===== src/rtl/led_pattern_gen.sv =====
// LED pattern generator: a prescaler paces pattern steps; the mode selects
// binary count, rotate, bounce or Gray count on a WIDTH-bit LED bus.
module led_pattern_gen #(
    parameter int WIDTH = 8,
    parameter int DIV   = 4
) (
    input  logic             clk,
    input  logic             rst,
    input  logic             en,
    input  logic [1:0]       mode,
    output logic [WIDTH-1:0] leds,
    output logic             step,
    output logic             wrap
);

    localparam int PW = (DIV > 1) ? $clog2(DIV) : 1;
    localparam logic [PW-1:0] PRE_MAX = PW'(DIV - 1);

    typedef enum logic [1:0] {
        M_BIN  = 2'd0,
        M_ROT  = 2'd1,
        M_BNC  = 2'd2,
        M_GRAY = 2'd3
    } mode_t;

    mode_t            mode_in;
    mode_t            mode_q;
    logic [PW-1:0]    pre;
    logic [PW-1:0]    pre_n;
    logic [WIDTH-1:0] cnt;
    logic [WIDTH-1:0] cnt_n;
    logic [WIDTH-1:0] cnt_inc;
    logic [WIDTH-1:0] leds_n;
    logic [WIDTH-1:0] rot_val;
    logic [WIDTH-1:0] shl_val;
    logic [WIDTH-1:0] shr_val;
    logic [WIDTH-1:0] gray_val;
    logic             dir;
    logic             dir_n;
    logic             step_n;
    logic             wrap_n;
    logic             tick;

    // Rotate and bounce start from a single lit LED; the counters start dark.
    function automatic logic [WIDTH-1:0] init_pattern(input mode_t m);
        if (m == M_ROT || m == M_BNC)
            return WIDTH'(1);
        return '0;
    endfunction

    assign mode_in  = mode_t'(mode);
    assign tick     = en && (pre == PRE_MAX);
    assign cnt_inc  = cnt + 1'b1;
    assign rot_val  = {leds[WIDTH-2:0], leds[WIDTH-1]};
    assign shl_val  = leds << 1;
    assign shr_val  = leds >> 1;
    assign gray_val = cnt_inc ^ (cnt_inc >> 1);

    // A mode change restarts the pattern and suppresses any tick in that cycle.
    always_comb begin
        pre_n  = pre;
        cnt_n  = cnt;
        dir_n  = dir;
        leds_n = leds;
        step_n = 1'b0;
        wrap_n = 1'b0;
        if (mode_in != mode_q) begin
            pre_n  = '0;
            cnt_n  = '0;
            dir_n  = 1'b1;
            leds_n = init_pattern(mode_in);
        end else if (tick) begin
            pre_n  = '0;
            step_n = 1'b1;
            case (mode_q)
                M_BIN: begin
                    cnt_n  = cnt_inc;
                    leds_n = cnt_inc;
                    wrap_n = (cnt_inc == '0);
                end
                M_ROT: begin
                    leds_n = rot_val;
                    wrap_n = (rot_val == WIDTH'(1));
                end
                M_BNC: begin
                    if (dir) begin
                        leds_n = shl_val;
                        if (shl_val[WIDTH-1])
                            dir_n = 1'b0;
                    end else begin
                        leds_n = shr_val;
                        if (shr_val == WIDTH'(1)) begin
                            dir_n  = 1'b1;
                            wrap_n = 1'b1;
                        end
                    end
                end
                default: begin
                    cnt_n  = cnt_inc;
                    leds_n = gray_val;
                    wrap_n = (cnt_inc == '0);
                end
            endcase
        end else if (en) begin
            pre_n = pre + 1'b1;
        end
    end

    always_ff @(posedge clk) begin
        if (rst) begin
            pre    <= '0;
            cnt    <= '0;
            dir    <= 1'b1;
            mode_q <= mode_in;
            leds   <= init_pattern(mode_in);
            step   <= 1'b0;
            wrap   <= 1'b0;
        end else begin
            pre    <= pre_n;
            cnt    <= cnt_n;
            dir    <= dir_n;
            mode_q <= mode_in;
            leds   <= leds_n;
            step   <= step_n;
            wrap   <= wrap_n;
        end
    end

endmodule


===== config.mk =====
export PLATFORM = sky130hd
export DESIGN_NAME = led_pattern_gen
export DESIGN_NICKNAME = d
export VERILOG_FILES = /design/src/rtl/led_pattern_gen.sv
export SDC_FILE = /design/constraint.sdc
export NUM_CORES = 1
export LEC_CHECK = 0
export CELL_PAD_IN_SITES_DETAIL_PLACEMENT = 1
export CELL_PAD_IN_SITES_GLOBAL_PLACEMENT = 2
export CORE_UTILIZATION = 35
export CTS_CLUSTER_SIZE = 16
export DETAILED_ROUTE_END_ITERATION = 16
export PLACE_DENSITY_LB_ADDON = 0.05
export SLEW_MARGIN = 10
export SYNTH_ARGS = -nofsm -noshare
export SYNTH_HDL_FRONTEND = slang
export SYNTH_SLANG_ARGS = --single-unit

===== constraint.sdc =====
create_clock -name clk -period 2.4 [get_ports clk]
set_clock_uncertainty 0.05 [all_clocks]
set_input_delay 0.48 -clock clk [delete_from_list [all_inputs] [get_ports clk]]
set_output_delay 0.48 -clock clk [all_outputs]
set_load 0.01 [all_outputs]

==> results_dict.tcl, run 1 <==
set metrics [dict create \
    clk_root_buffer_cell "clkbuf_8" \
    initial_antenna_violation_count 0 \
    io_buffers 14 \
    die_x_um 69.28 \
    route.vias.total 1289 \
    detailedPlacementHpwl_um 3151 \
    worst_ir_drop_vdd_mv 0.1585 \
    hold_start "pre[1]" \
    cts_made_buffers 3 \
    max_slew_margin 0.7040 \
    dieArea_mm2 0.004799 \
    asyncSetResetFlopFracSynth 0 \
    grt_max_degree 15 \
    report.final.hold_viol_count 0 \
    post_detailed_route_drc_marker_count 0 \
    cp-end-kind "flip-flop" \
    path_class "input pin to flip-flop" \
    timing_worst_slew_pin_value_ps 443.9 \
    summed_negative_setup_slack_over_all_endpoints_ps 0 \
    cts_setup_buffers 0 \
    worst_slack_ps 426.3 \
    rrSetupSlack_ps 430 \
    routed_wire_length_um 3970 \
    grt_pass1_vias 1351 \
    setup_repair_after_global_routing_missed_its_margin "false" \
    grt-ovfl-total 0 \
    detailedRoute.firstPassIterationCount 4 \
    period_share 0.8224 \
    regToRegEndpoint "leds[6]" \
    hold_depth 2 \
    cts.sinks 23 \
    result_of_the_run "finished clean" \
    synth.top_cells.by_count "nor2_1 (17), dfxtp_1 (15), ha_1 (10), inv_1 (10), xnor2_1 (9)" \
    floorplan.initialDensity 0.3638 \
    cell_type_with_the_largest_total_area_after_synthesis "dfxtp_1" \
    layout-drive-gt1-share 0.1522 \
    synth_top_cell_area_share 0.1896 \
    route.detailed.wl_per_inst_um 16.82 \
    cts_hold_buffers 0 \
    h_tree_level_count 1 \
    nets 200 \
    pwr_density_cell_mw_per_mm2 444.5 \
    drt_iter0_markers 33 \
    ys_seq_elements 23 \
    synth_fp_nets 186 \
    postSynthCellCount 171 \
    post_cts.resized_instances 0 \
    area_growth_syn_to_layout_pct 15.64 \
    worst_r2r_startpoint "cnt[6]" \
    worstRegToRegCells 6 \
    max-cap-violations 0 \
    cp.arrival_ps 1860 \
    tritoncts "done" \
    leakagePower_nw 0.6157 \
    clk_pin_slew_worst_paths_ps 100 \
    floorplan.rows 24 \
    floorplan.io_pins 15 \
    synth_area_leaders "dfxtp_1 (19%), edfxtp_1 (15%), ha_1 (7.9%)" \
    synth.distinct_cells 46 \
    chipHeight_um 69.28 \
    worstSetupStartpointType "input pin" \
    synth-edff-count 8 \
    synth_ff_type "dfxtp_1" \
    worst_skew_pair.late_latency_ps 270 \
    critPathRequiredTime_ps 2290 \
    dominant_cell_by_count_in_the_synthesized_netlist "nor2_1" \
    crit_fanout 10 \
    final_max_slew_viol_count 0 \
    dp_worst_setup_slack_ps 131.7 \
    place.gp.congestion 0.7803 \
    avgViaCountPerCell 5.462 \
    timing.fmax_mhz 506.7 \
    period_needed_ps 1974 \
    num_antenna_cells 0 \
    synth.yosys.seq_area_share 0.3412 \
    synth-warning-count 0 \
    average_footprint_of_a_synthesized_cell_um2 9.263 \
    setup_viol 0 \
    grt_pass1_wl_um 6865 \
    placeableCoreArea_mm2 0.004354 \
    ant_nets 0 \
    whs_endpoint "pre[1]" \
    clockBufferDepth 2 \
    post_synth_instance_area_mm2 0.001584 \
    min_path_type "flip-flop to flip-flop" \
    grt.total_usage 0.1800 \
]
-- cells by family (layout without fill, tap and decap cells) --
family	Yosys count	in the layout	share of synthesized area
mux	7	7	0.04818
xor+xnor	15	15	0.09242
compound gates	41	41	0.2022
flops	23	23	0.3412
simple gates	53	53	0.1769
buf+inv	22	35	0.06003
fa+ha+maj	10	10	0.07899
-- state kept, by name, summed over array words and instances (netlist names) --
register / count
cnt: 8
dir: 1
leds: 8
mode_q: 2
pre: 2
step: 1
wrap: 1
-- metal layers --
| layer | share of wire | global-route usage | vias to the layer above |
|---|---|---|---|
| met2 | 0.49 | 0.3053 | 16 |
| met3 | 0.025 | 0.02762 | 6 |
| li1 | - | - | 645 |
| met1 | 0.47 | 0.2251 | 622 |
| met4 | 0.018 | 0.07937 | 0 |
| met5 | 0 | 0 | - |
-- report_power, final --
part	switching, W	leakage, nW	internal [W]
Clock	0.000138	0.0260	0.000119
Sequential	0.0000177	0.213	0.000419
Combinational	0.0000600	0.376	0.0000607
Total	0.000216	0.616	0.000599
-- critical path, cell delays in order --
cell and delay (ps):
clkdlybuf4s50_1 470, xor2_1 180, or3_1 380, nand2b_1 360
-- through the flow --
step / hold WS (ps) / cell area, µm² / power, W / instances / util
final: 476.5 / 1832 / 0.0008143 / 236 / 0.4207
after global routing: 544.3 / 1832 / 0.0008524 / 236 / 0.4207
after CTS: 484.2 / 1832 / 0.0008257 / 236 / 0.4207
after detailed placement: 457.9 / 1784 / 0.0005679 / 232 / 0.4098
after global placement: 434.6 / 1784 / 0.0005640 / 232 / 0.4098
after floorplan: 414.6 / 1584 / 0.0005101 / 171 / -
-- area by class of cell --
class | count | area, µm²
Clock inverter | 1 | 6.256
Timing Repair Buffer | 21 | 192.7
Clock buffer | 3 | 41.29
Multi-Input combinational cell | 126 | 948.4
Tap cell | 52 | 65.06
Inverter | 10 | 37.54
Sequential cell | 23 | 540.5
Fill cell | 517 | 2522
-- cells in the final DEF (no fill, tap or decap), types with 3 or more instances in the layout --
cell type	count
nor2_1	17
dfxtp_1	15
clkdlybuf4s50_1	14
inv_1	10
ha_1	10
xnor2_1	9
nor3_1	8
nand2_1	8
edfxtp_1	8
a221oi_1	7
buf_4	7
o21ai_0	6
a21oi_1	5
mux2_2	5
xor2_1	4
nand3_2	3
nand4_1	3
o21a_1	3
nand2b_1	3
a221oi_2	3
clkbuf_8	3
-- how the worst max path moves through the flow --
stage                 start  endpoint  slack [ps]  depth (start not counted)
finish              mode[0]   leds[5]         430                          4
global route         cnt[1]   leds[6]         220                          7
CTS                  cnt[6]   leds[6]         380                          6
detailed placement  mode[0]   leds[2]         130                          4
global placement    mode[0]   leds[3]         160                          4
floorplan            cnt[1]   leds[6]         510                          7
(Power assumes the default switching activity.)
==> run 2: changes to the inputs <==
==> constraint.sdc (replaced) <==
create_clock -name clk -period 2.05 [get_ports clk]
set_clock_uncertainty 0.05 [all_clocks]
set_input_delay 0.41 -clock clk [delete_from_list [all_inputs] [get_ports clk]]
set_output_delay 0.41 -clock clk [all_outputs]
set_load 0.01 [all_outputs]
==> run 2 against run 1 <==
Compared with the run above: via count grew 8.2%; setup slack worse by 330 ps; first-iteration DRC count rose by 30%; combinational power grew 23%; clock-buffer cell count increased by 1; design area grew 5.5%; sequential share of layout area down 1.5 points; largest cell class unchanged; clock power is 16% higher; critical endpoint is now leds[6]; highest routed layer unchanged; sequential power grew 17%; critical path type is now flip-flop to flip-flop; worst hold slack improved by 4.0 ps.
==> results_dict.tcl, run 2 (synthesized netlist as in run 1, its figures left out) <==
set metrics [dict create \
    drt_iter0_markers 43 \
    critical_path.max_stage_delay_ps 390 \
    power.internal_w 0.0007074 \
    period_share 0.9521 \
    num_antenna_cells 0 \
    design_area_mm2 0.001933 \
    cts_hold_buffers 0 \
    peak_usage_layer_in_the_global_routing_report "met2" \
    crit_path_cell_trace "buf_4 -> nand3_2 -> nor3_1 -> nor2_1 -> ha_1 -> inv_1 -> a221oi_2" \
    h_tree_level_count 1 \
    report.final.hold_viol_count 0 \
    tritoncts "done" \
    placeableCoreArea_mm2 0.004354 \
    grt-ovfl-total 0 \
    nets 213 \
    timing_worst_slew_pin_value_ps 372.4 \
    post-layout-total-power_w 0.0009592 \
    setup_viol 0 \
    max_slew_margin 0.7517 \
    post_detailed_route_drc_marker_count 0 \
    summed_negative_setup_slack_over_all_endpoints_ps 0 \
    min_path_type "flip-flop to flip-flop" \
    timing.fmax_mhz 512.4 \
    grt_max_degree 13 \
    detailedRoute.firstPassIterationCount 4 \
    crit_slowest_cell "dfxtp_1" \
    path_class "flip-flop to flip-flop" \
    layout_common_cells "buf_4 (20), nor2_1 (17), dfxtp_1 (14), clkdlybuf4s50_1 (14)" \
    setup_repair_after_global_routing_missed_its_margin "false" \
    clk_pin_slew_worst_paths_ps 90 \
    place.gp.congestion 0.8846 \
    worst_ir_drop_vdd_mv 0.1902 \
    met2_usage_in_global_routing 0.3376 \
    clkPwrFrac 0.311 \
    routed_wire_length_um 4311 \
    use_met1 0.2315 \
    critPathRequiredTime_ps 2100 \
    cts.sinks 23 \
    fin_util 0.4440 \
    mostFrequentLayoutCell "buf_4" \
    detailedPlacementHpwl_um 3341 \
    floorplan.initialDensity 0.3638 \
    layout-drive-gt1-share 0.2132 \
    chipHeight_um 69.28 \
    pwr_density_cell_mw_per_mm2 496.2 \
    final_max_slew_viol_count 0 \
    route.detailed.wl_per_inst_um 17.31 \
    switching_share 0.2624 \
    period_needed_ps 1952 \
    result_of_the_run "finished clean" \
    postPlaceCellArea_mm2 0.001882 \
    cts_made_buffers 3 \
    worstSetupStartpointType "flip-flop" \
    grt.total_usage 0.1889 \
    layout.cells.non_filler 249 \
    globalRouteMet3Util 0.02180 \
    cts_setup_buffers 0 \
    max-cap-violations 0 \
    cp.arrival_ps 2000 \
    floorplan.rows 24 \
    post_cts.resized_instances 0 \
    floorplan.io_pins 15 \
    worst_skew_pair.late_latency_ps 270 \
    ant_nets 0 \
    largest_registers "cnt x8, leds x8" \
    switching_power_w 0.0002517 \
    route.vias.total 1395 \
    avgViaCountPerCell 5.602 \
    seq_power_share 0.534 \
    leakagePower_nw 0.6788 \
    grt_pass1_wl_um 7148 \
    placed_cells_incl_taps 245 \
    crit_fanout 8 \
    io_buffers 14 \
    area_growth_syn_to_layout_pct 22.04 \
    cp-end-kind "flip-flop" \
    die_x_um 69.28 \
    grt_pass1_vias 1438 \
    power_frac_comb 0.155 \
    clk_root_buffer_cell "clkbuf_8" \
    clockBufferDepth 2 \
    initial_antenna_violation_count 0 \
    dieArea_mm2 0.004799 \
]
[run 2: changes by cell type in the layout (fill, tap and decap cells not counted)]
cell,previous run,this run
buf_4,7,20
dfxtp_2,0,1
clkbuf_1,0,1
nor3_2,0,1
inv_4,1,0
dfxtp_1,15,14
nor3_1,8,7
[run 2: path summary, 6_finish.rpt]
path | from | end | slack, ps | depth (start not counted)
setup / recovery | cnt[0] | leds[6] | 100 | 7
hold / removal | pre[0] | pre[0] | 480 | 2
setup reg to reg | cnt[0] | leds[6] | 100 | 7
hold reg to reg | pre[0] | pre[0] | 480 | 2
[run 2: metal layers]
layer,vias up,wire length (µm),part of all wire
li1,673,-,-
met1,673,1882,0.44
met2,40,2200,0.51
met3,9,150,0.035
met4,0,78,0.018
met5,-,0,0
[run 2: worst max-delay path: cells and delay by family, from the launching register on]
| family | cells | cell delay (ps) |
|---|---|---|
| AND/OR/NAND/NOR | 3 | 540 |
| AO/OA/AOI/OAI | 1 | 270 |
| adder cells (fa/ha/maj) | 1 | 280 |
| buffers and inverters | 2 | 240 |
| flip-flops | 1 | 390 |
[run 2: area by class of cell]
class / count / area [µm²]
fillers: 501 / 2421
multi-input cells: 126 / 953.4
flip-flops and latches: 23 / 541.8
repair buffers: 34 / 290.3
well taps: 52 / 65.06
clock buffers: 4 / 45.04
inverters: 10 / 37.54
[run 2: metrics by stage]
stage,hold WS [ps],worst slack (ps)
final,480.5,98.22
after global routing,520.5,17.53
after CTS,492.4,78.87
after detailed placement,470.3,-36.36
after global placement,428.2,-11.84
after floorplan,387.7,156.6
[run 2: power by group through the flow]
stage | Clock [W] | Sequential, W | Combinational, W
2_1_floorplan | 0 | 0.000523 | 0.0000741
3_3_place_gp | 0 | 0.000521 | 0.000147
3_5_place_dp | 0 | 0.000523 | 0.000149
4_1_cts | 0.000307 | 0.000512 | 0.000150
5_1_grt | 0.000324 | 0.000516 | 0.000160
6_report | 0.000298 | 0.000512 | 0.000149
